[config.mk]
export PLATFORM = sky130hd
export DESIGN_NAME = demux_dispatcher
export DESIGN_NICKNAME = d
export VERILOG_FILES = /design/src/rtl/demux_dispatcher.sv
export SDC_FILE = /design/constraint.sdc
export NUM_CORES = 1
export LEC_CHECK = 0
export ABC_CLOCK_PERIOD_IN_PS = 4150
export BUFFER_PORTS_ARGS = -buffer_cell sky130_fd_sc_hd__buf_4
export CORE_UTILIZATION = 29
export CTS_BUF_LIST = sky130_fd_sc_hd__clkbuf_16
export DETAILED_ROUTE_END_ITERATION = 7
export SLEW_MARGIN = 20
export SYNTH_ARGS = -nofsm -noshare
export SYNTH_HDL_FRONTEND = slang
export SYNTH_SLANG_ARGS = --single-unit
[constraint.sdc]
create_clock -name clk -period 4.15 [get_ports clk]
set_clock_uncertainty 0.15 [all_clocks]
set_input_delay 0.2075 -clock clk [delete_from_list [all_inputs] [get_ports clk]]
set_output_delay 0.2075 -clock clk [all_outputs]
set_load 0.02 [all_outputs]
[src/rtl/demux_dispatcher.sv]
// rtl/demux_dispatcher.sv - word dispatcher for 4-channel demux, optional DISPATCH_FLIP_EN inversion/counter
module demux_dispatcher #(
    parameter int HOLD_CYCLES = 4
) (
    input  logic       clk,
    input  logic       rst,
    input  logic [3:0] in_data,
    input  logic [1:0] in_sel,
    input  logic       sel_mode,
    input  logic       in_valid,
`ifdef DISPATCH_FLIP_EN
    input  logic       flip,
    output logic [7:0] flip_count,
`endif
    output logic       in_ready,
    output logic [3:0] data,
    output logic [1:0] sel,
    output logic       out_valid,
    output logic       done,
    output logic       busy
);

    typedef enum logic [1:0] {
        IDLE  = 2'd0,
        DRIVE = 2'd1,
        GAP   = 2'd2
    } state_t;

    // The counter counts down to 0 inclusive, so loading HOLD_CYCLES-1 yields HOLD_CYCLES DRIVE cycles.
    localparam logic [7:0] HOLD_LOAD = 8'(HOLD_CYCLES - 1);

    state_t     state;
    logic [7:0] hold_cnt;
    logic [1:0] rr_ptr;
    logic [3:0] accept_data;

    assign in_ready = (state == IDLE);

`ifdef DISPATCH_FLIP_EN
    assign accept_data = flip ? ~in_data : in_data;
`else
    assign accept_data = in_data;
`endif

    // Dispatch FSM: accept in IDLE, hold the word for HOLD_CYCLES, then blank one GAP cycle.
    always_ff @(posedge clk or posedge rst) begin
        if (rst) begin
            state     <= IDLE;
            hold_cnt  <= 8'd0;
            rr_ptr    <= 2'd0;
            data      <= 4'd0;
            sel       <= 2'd0;
            out_valid <= 1'b0;
            done      <= 1'b0;
            busy      <= 1'b0;
`ifdef DISPATCH_FLIP_EN
            flip_count <= 8'd0;
`endif
        end else begin
            case (state)
                IDLE: begin
                    done <= 1'b0;
                    if (in_valid) begin
                        data      <= accept_data;
                        sel       <= sel_mode ? in_sel : rr_ptr;
                        if (!sel_mode) begin
                            rr_ptr <= rr_ptr + 2'd1;
                        end
                        hold_cnt  <= HOLD_LOAD;
                        out_valid <= 1'b1;
                        busy      <= 1'b1;
                        state     <= DRIVE;
`ifdef DISPATCH_FLIP_EN
                        if (flip && (flip_count != 8'hFF)) begin
                            flip_count <= flip_count + 8'd1;
                        end
`endif
                    end else begin
                        data      <= 4'd0;
                        out_valid <= 1'b0;
                        busy      <= 1'b0;
                    end
                end
                DRIVE: begin
                    if (hold_cnt == 8'd0) begin
                        data      <= 4'd0;
                        out_valid <= 1'b0;
                        done      <= 1'b1;
                        state     <= GAP;
                    end else begin
                        hold_cnt <= hold_cnt - 8'd1;
                    end
                end
                GAP: begin
                    done  <= 1'b0;
                    busy  <= 1'b0;
                    state <= IDLE;
                end
                default: begin
                    data      <= 4'd0;
                    out_valid <= 1'b0;
                    done      <= 1'b0;
                    busy      <= 1'b0;
                    state     <= IDLE;
                end
            endcase
        end
    end

endmodule

# Word-level counts from Yosys, hierarchy flattened

Index checks and enable logic that the tools add are counted.

Flip-flop bits (word level): 21
Input port bits: 10
Logic and storage cells: 41
Output and inout bits: 10

Eq/ne operators: 5
Reduce and logical (&&, ||, !) cells: 8
Add/subtract/negate cells: 2
Muxes and demuxes: 16
Bitwise logic cells: 2

Operators with widths:

| kind                                                 | count |
|---|---|
| 2-to-1 mux 8 bit                                     | 2 |
| case mux 8 bit (2 select lines)                      | 1 |
| case mux 4 bit (3 select lines)                      | 1 |
| logical NOT 8 bit                                    | 1 |
| 2-to-1 mux 4 bit                                     | 2 |
| subtractor 8 x 1 -> 8 bit (second input constant)    | 1 |
| 2-to-1 mux 2 bit                                     | 3 |
| inequality test 2 bit (second input constant)        | 3 |
| AND reduction 2 bit                                  | 3 |
| AND reduction 3 bit                                  | 2 |
| 2-to-1 mux 1 bit                                     | 4 |
| case mux 2 bit (2 select lines)                      | 1 |
| case mux 1 bit (3 select lines)                      | 1 |
| adder 2 x 1 -> 2 bit (second input constant)         | 1 |
| equality test 2 x 1 -> 1 bit (second input constant) | 1 |
| equality test 2 bit (second input constant)          | 1 |
| logical NOT 2 bit                                    | 1 |
| NOT 1 bit                                            | 2 |
| case mux 1 bit (2 select lines)                      | 1 |
| nonzero test 2 bit                                   | 1 |

# Depth between registers and ports, before layout

Gate-level depths: netlist (run 1).

Word-level depth: 3
Depth in mapped cells: 6
Gate-level depth less buffers: 5

# Worst setup path after synthesis (run 1)

OpenSTA, ideal clock, no wires.

Path kind: flip-flop to flip-flop
From: register hold_cnt[0]
To: register hold_cnt[0]
Period minus slack after synthesis: 1978 ps
Stages on the path, launching flop included: 7
Arrival time: 1728 ps
Slack: 2172 ps
Path through: dfrtp_1 -> inv_1 -> ha_1 -> or3b_2 -> clkbuf_1 -> or2_2 -> a311oi_1

Longest elaborated chain between the ends: 3
Elaborated cells on any way between the ends: 6
Those cells by class: add/sub (1); eq/ne (1); mux (2); reduce/logical (2)

Ends and longest elaborated chain:

| element                                                                | line   | RTL |
|---|---|---|
| start: declaration                                                     | 33     | `logic [7:0] hold_cnt;` |
| start signal: assignment                                               | 91     | `hold_cnt <= hold_cnt - 8'd1;` |
| subtractor 8 x 1 -> 8 bit or logical NOT 8 bit (tied branches)         | 91, 85 |  |
| 2-to-1 mux 8 bit or inequality test 2 bit (tied branches)              | n/a    |  |
| case mux 8 bit (2 select lines) or AND reduction 3 bit (tied branches) | n/a    |  |

Parallel ways exist; a longest one is shown, timed or not. The select of a mux whose other input is x is not followed.
A chain may end at the register's enable or synchronous reset.

# Final worst setup path (run 1)

From: register hold_cnt[0]
To: register out_valid

Longest elaborated chain between the ends: 3

Ends and longest elaborated chain:

| element                         | line | RTL |
|---|---|---|
| logical NOT 8 bit               | 85   | `if (hold_cnt == 8'd0) begin` |
| inequality test 2 bit (no line) | n/a  |  |
| AND reduction 2 bit (no line)   | n/a  |  |
| end signal: assignment          | 80   | `out_valid <= 1'b0;` |
| end signal: assignment          | 87   | `out_valid <= 1'b0;` |
| end signal: assignment          | 101  | `out_valid <= 1'b0;` |
| end: declaration                | 18   | `output logic out_valid,` |

No other way between the ends.

==> impl_metrics.tcl, run 1 <==
set metrics [dict create \
    fmax_mhz 489 \
    htreeDepth 1 \
    routed_wl_mm 1.98 \
    synth_ff_type "dfrtp_1" \
    grtUsageTotal_pct 11.4 \
    power_density_nw_per_um2 732 \
    syn-num-nets 116 \
    synth_area_leaders "dfrtp_1 50%, mux2i_1 6.7%, nand2_1 4.6%" \
    peakVddDrop_mv 0.351 \
    synth-edff-count 0 \
    post_drt_wl_per_cell_um 11.8 \
    fin_nets 135 \
    cts_tree "done" \
    cts_resized 0 \
    path_class "reg -> reg" \
    synthArstFlopShare_pct 100 \
    grt.met1_usage_pct 14.4 \
    synth_cell_types 30 \
    path_clk_slew_ns 0.06 \
    syn_area_per_cell_um2 10.1 \
    grt_pass1_vias 793 \
    initial_core_util_pct 30.8 \
    synth_top_area_share_pct 49.9 \
    gp_congestion 0.745 \
    io_buffers 19 \
    crit_arrival_ns 2.01 \
    syn_area_um2 1050 \
    drive_above_1_share_pct 23.0 \
    worstPathMaxFanout 9 \
    drtAntennaViolNets 0 \
    hold_buffers 1 \
    syn_inst 104 \
    timing.final.crit_share_pct 49.3 \
    post-route-min-period_ns 2.05 \
    antenna_found_initial 0 \
    drv_cap 0 \
    met2_usage_pct 19.5 \
    finalSetupTns_ns 0 \
    grt_max_degree 22 \
    top_usage_layer "met2" \
    status "completed" \
    met3_usage_pct 2.02 \
    cp-startpoint "hold_cnt[0]" \
    n_fill_cell 353 \
    cts.sinks 21 \
    yosys_warnings 0 \
    min_from "in_data[2]" \
    drc_errors 0 \
    rsz0062_at_grt "no" \
    cp-start-kind "flip-flop" \
    drt_iter0_drc 19 \
    rows 21 \
    yosysTopAreaCell "dfrtp_1" \
    ys_top_cells_by_count "21 x dfrtp_1, 13 x nand2_1, 9 x o21ai_0, 7 x mux2i_1, 7 x nor2_1" \
    diodes 0 \
    dp_cells 163 \
    firstDrtPassIters 4 \
    power.leakage_nw 0.615 \
    required_ns 4.11 \
    hpwl_mm 1.46 \
    cts_root_buffer "clkbuf_16" \
    slew_violations 0 \
    stdcell_count 168 \
    synth_seq_cells 21 \
    clk_latency_ns 0.25 \
    r2r-start "hold_cnt[0]" \
    maxSlewHeadroom_pct 37.4 \
    finalHoldViolations 0 \
    clockBufferDepth 2 \
    worstMarginPinSlew_ns 0.937 \
    gr-total-overflow 0 \
    postCtsSetupBuffers 0 \
    core-area_um2 3420 \
    via_count 804 \
    hold_class "in -> reg" \
    die_h_um 62.2 \
    seq_area_frac_synth_pct 49.9 \
    viasPerCell 4.79 \
    die-area_um2 3870 \
    setup_violations 0 \
    critPathCaptureType "flip-flop" \
    io_pins 20 \
    cts_inserted_buffers 3 \
    area_growth_pct 24.7 \
    grt_pass1_wl_mm 3.55 \
    die_x_um 62.2 \
    synth_most_common_cell "dfrtp_1" \
]
critical path, cell delays in order, from the launching register on:
cell and delay (ns):
dfrtp_1 0.42, inv_1 0.10, ha_1 0.15, or3b_2 0.54
nor2_1 0.38, o21ai_0 0.17
report_power, final:
part | switching, mW | internal (mW) | leakage, nW | total (mW)
Combinational | 0.198 | 0.174 | 0.313 | 0.372
Clock | 0.0711 | 0.129 | 0.0409 | 0.200
Sequential | 0.0880 | 0.300 | 0.262 | 0.388
layer usage:
metal	up-vias	share of wire, %
met5	-	0
met2	14	48
met3	2	2.7
met4	0	0.76
li1	404	-
met1	384	48
final timing paths:
path,to,slack [ns],cells after the start
max,out_valid,2.10,5
min,data[2],0.06,3
max reg2reg,out_valid,2.10,5
min reg2reg,rr_ptr[0],0.31,1
max in group asynchronous,hold_cnt[2],2.84,3
min in group asynchronous,rr_ptr[0],0.51,3
registers in the layout, summed over array words and instances (netlist names):
register and count:
busy 1, data 4, done 1, hold_cnt 8, out_valid 1, rr_ptr 2, sel 2, state 2
logic make-up after synthesis:
family                     count (synthesis)  synth area share (%)
buffers and inverters                     10                  4.28
muxes                                      7                  6.66
DFF                                       21                  49.9
and+or+nand+nor                           38                  20.3
adders and majority gates                  2                  2.38
AOI/OAI and AO/OA                         24                  14.7
xor gates and xnor gates                   2                  1.66
cells in the final DEF (no fill, tap or decap), types with 3 or more instances in the layout:
cell       instances
nor2_1             7
a21oi_1            3
inv_1              4
nor2b_1            3
mux2i_1            7
o211ai_1           3
o21ai_0            9
nand2_1           13
clkbuf_16          3
nor4b_1            3
buf_4             19
dfrtp_1           21
a22oi_1            4
stage by stage:
step | hold WS [ns] | utilization (%) | power [mW] | cell area [µm²] | worst slack, ns
floorplan | 0.0340 | - | 0.643 | 1050 | 2.17
global placement | 0.259 | 35.8 | 0.756 | 1220 | 2.13
detailed placement | 0.269 | 35.8 | 0.764 | 1220 | 2.08
CTS | 0.0503 | 38.4 | 0.970 | 1310 | 2.07
global route | 0.0869 | 38.4 | 1.04 | 1310 | 1.88
finish | 0.0551 | 38.4 | 0.960 | 1310 | 2.10
layout make-up:
cell class	count	area, µm²	area share [%]
clock buffers	3	75.1	5.72
clock inverters	1	5.00	0.381
inverters	4	15.0	1.14
multi-input cells	73	482	36.7
flip-flops and latches	21	526	40.0
well taps	46	57.6	4.39
repair buffers	20	153	11.6
(Power assumes the default switching activity.)
==> run 2: changes to the inputs <==
--- a/config.mk
+++ b/config.mk
@@ -5,7 +5,7 @@
 export SDC_FILE = /design/constraint.sdc
 export NUM_CORES = 1
 export LEC_CHECK = 0
-export ABC_CLOCK_PERIOD_IN_PS = 4150
+export ABC_CLOCK_PERIOD_IN_PS = 1700
 export BUFFER_PORTS_ARGS = -buffer_cell sky130_fd_sc_hd__buf_4
 export CORE_UTILIZATION = 29
 export CTS_BUF_LIST = sky130_fd_sc_hd__clkbuf_16
==> constraint.sdc (replaced) <==
create_clock -name clk -period 1.7 [get_ports clk]
set_clock_uncertainty 0.15 [all_clocks]
set_input_delay 0.085 -clock clk [delete_from_list [all_inputs] [get_ports clk]]
set_output_delay 0.085 -clock clk [all_outputs]
set_load 0.02 [all_outputs]
==> run 2 against run 1 <==
The run now ends with negative setup slack left; total power grew to 3.1 times the previous value; wire length is 25% higher; first-iteration DRC count decreased by 42%; worst setup slack got worse by 2.2 ns; worst hold slack better by 0.21 ns; combinational power grew to 4.1 times the previous value; register-to-register slack lost 2.2 ns; core utilization rose by 10 points; via count is 17% higher; largest power group is now combinational logic.
==> impl_metrics.tcl, run 2 (same netlist as run 1, synthesis figures left out) <==
set metrics [dict create \
    cts_root_buffer "clkbuf_16" \
    crit_arrival_ns 1.82 \
    layout.cells.most_common_list "39 x buf_4, 21 x dfrtp_1, 13 x nand2_1, 9 x dlygate4sd3_1, 8 x o21ai_0" \
    core-area_um2 3420 \
    worstPathMaxFanout 6 \
    worstMarginPinSlew_ns 0.356 \
    comb_power_share_pct 51.8 \
    slew_violations 0 \
    layout_commonest_cell "buf_4" \
    die-area_um2 3870 \
    r2r_slack_ns -0.09 \
    die_h_um 62.2 \
    io_pins 20 \
    reg.largest.list "hold_cnt x8, data x4" \
    io_buffers 19 \
    initial_core_util_pct 30.8 \
    area_growth_pct 58.6 \
    power_density_nw_per_um2 1760 \
    power.leakage_nw 0.801 \
    n_fill_cell 322 \
    fmax_mhz 558 \
    grt_pass1_vias 968 \
    grtUsageTotal_pct 14.0 \
    cp-start-kind "flip-flop" \
    hold_class "in -> async" \
    timing.final.crit_share_pct 105 \
    rows 21 \
    cp_top_family "simple AND/OR/NAND/NOR gates" \
    path_clk_slew_ns 0.06 \
    viasPerCell 4.73 \
    slowest_stage "or4_4" \
    switchingPower_mw 1.06 \
    cts_inserted_buffers 3 \
    maxSlewHeadroom_pct 76.3 \
    cp_num_buf_inv 0 \
    critPathCaptureType "flip-flop" \
    dpl-instance-area_um2 1360 \
    design_area_um2 1670 \
    path_class "reg -> reg" \
    fin_nets 166 \
    post-route-min-period_ns 1.79 \
    diodes 0 \
    post_drt_wl_per_cell_um 12.4 \
    cp-startpoint "hold_cnt[3]" \
    drt_iter0_drc 11 \
    rsz0062_at_grt "yes" \
    postLayoutSetupSlackWorst_ns -0.0919 \
    path_cells "or4_4, or4b_1, a21oi_1" \
    gr-total-overflow 0 \
    htreeDepth 1 \
    via_count 942 \
    pwr-share-seq_pct 31.4 \
    required_ns 1.73 \
    routed_wl_mm 2.47 \
    drive_above_1_share_pct 39.9 \
    gp_congestion 0.785 \
    p_int_mw 1.87 \
    cts.sinks 21 \
    finalSetupTns_ns -0.287 \
    r2r_cells 3 \
    drc_errors 0 \
    die_x_um 62.2 \
    setup_violations 6 \
    reg2reg_to "hold_cnt[6]" \
    status "complete, but fails checks" \
    grt_pass1_wl_mm 4.26 \
    clockBufferDepth 2 \
    cts_tree "done" \
    finalHoldViolations 0 \
    top_register "hold_cnt" \
    multi_input_area_um2 586 \
    switching_share_pct 36.3 \
    drtAntennaViolNets 0 \
    r2r-start "hold_cnt[3]" \
    grt_max_degree 22 \
    violations "negative setup slack" \
    peakVddDrop_mv 1.12 \
    drv_cap 0 \
    cpPeakStageDelay_ns 0.58 \
    clk_latency_ns 0.25 \
    firstDrtPassIters 3 \
    antenna_found_initial 0 \
    seqCellArea_um2 526 \
    power.clock.fraction_pct 16.8 \
    largest_register_ff_count 8 \
    hpwl_mm 1.67 \
]
-- run 2: cell types whose count changed in the layout (fill, tap and decap cells not counted), moves of 3 or more --
cell           change
nor4b_4            +3
or3b_4             +3
nor4b_1            -3
buf_4             +20
dlygate4sd3_1      +8
-- run 2: power by group through the flow --
stage          clock [mW]  combinational, mW  sequential [mW]
5_1_grt             0.533               1.65            0.951
3_3_place_gp            0               1.19            0.890
3_5_place_dp            0               1.23            0.895
4_1_cts             0.508               1.35            0.907
6_report            0.491               1.52            0.921
2_1_floorplan           0              0.582             1.02
-- run 2: tightest hold or removal path: cells and delay by family --
kind,cells,cell delay [ns]
buffers and inverters,4,0.96
-- run 2: metrics by stage --
stage	power, mW	cells	setup WS [ns]	hold slack [ns]	utilization, %
final	2.93	199	-0.0919	0.270	48.9
after detailed placement	2.12	181	-0.0930	-0.00356	39.8
after CTS	2.76	196	-0.0856	0.278	46.6
after global routing	3.13	199	-0.162	0.309	48.9
after global placement	2.08	181	-0.0514	-0.00751	39.8
after floorplan	1.60	104	-0.144	-0.0885	-
-- run 2: worst max path at each step --
stage	slack, ns	to	depth (start not counted)
2_1_floorplan	-0.14	hold_cnt[6]	4
3_3_place_gp	-0.05	hold_cnt[6]	3
3_5_place_dp	-0.09	hold_cnt[0]	5
4_1_cts	-0.09	hold_cnt[6]	3
5_1_grt	-0.16	hold_cnt[4]	4
6_report	-0.09	hold_cnt[6]	3
-- run 2: cell type report --
cell class	count	area share, %
repair buffers	50	24.3
clock buffers	3	4.50
flip-flops and latches	21	31.5
clock inverters	1	0.300
inverters	4	0.900
multi-input cells	74	35.1
well taps	46	3.45
-- run 2: metal layers --
metal / vias to the layer above / routed length, µm / GRT usage (%) / part of all wire, %
met1: 456 / 1140 / 16.9 / 46
li1: 466 / - / - / -
met5: - / 0 / 0 / 0
met2: 18 / 1220 / 24.9 / 50
met3: 2 / 86 / 4.04 / 3.5
met4: 0 / 18 / 2.62 / 0.73
-- run 2: timing repair --
item,4_1_cts,5_1_grt
hold buffers,9,0
cloned,1,0
pin swaps,3,4
endpoints found under the setup margin,8,16
gates resized for setup,11,10
setup buffers,1,3
endpoints found under the hold margin,29,0
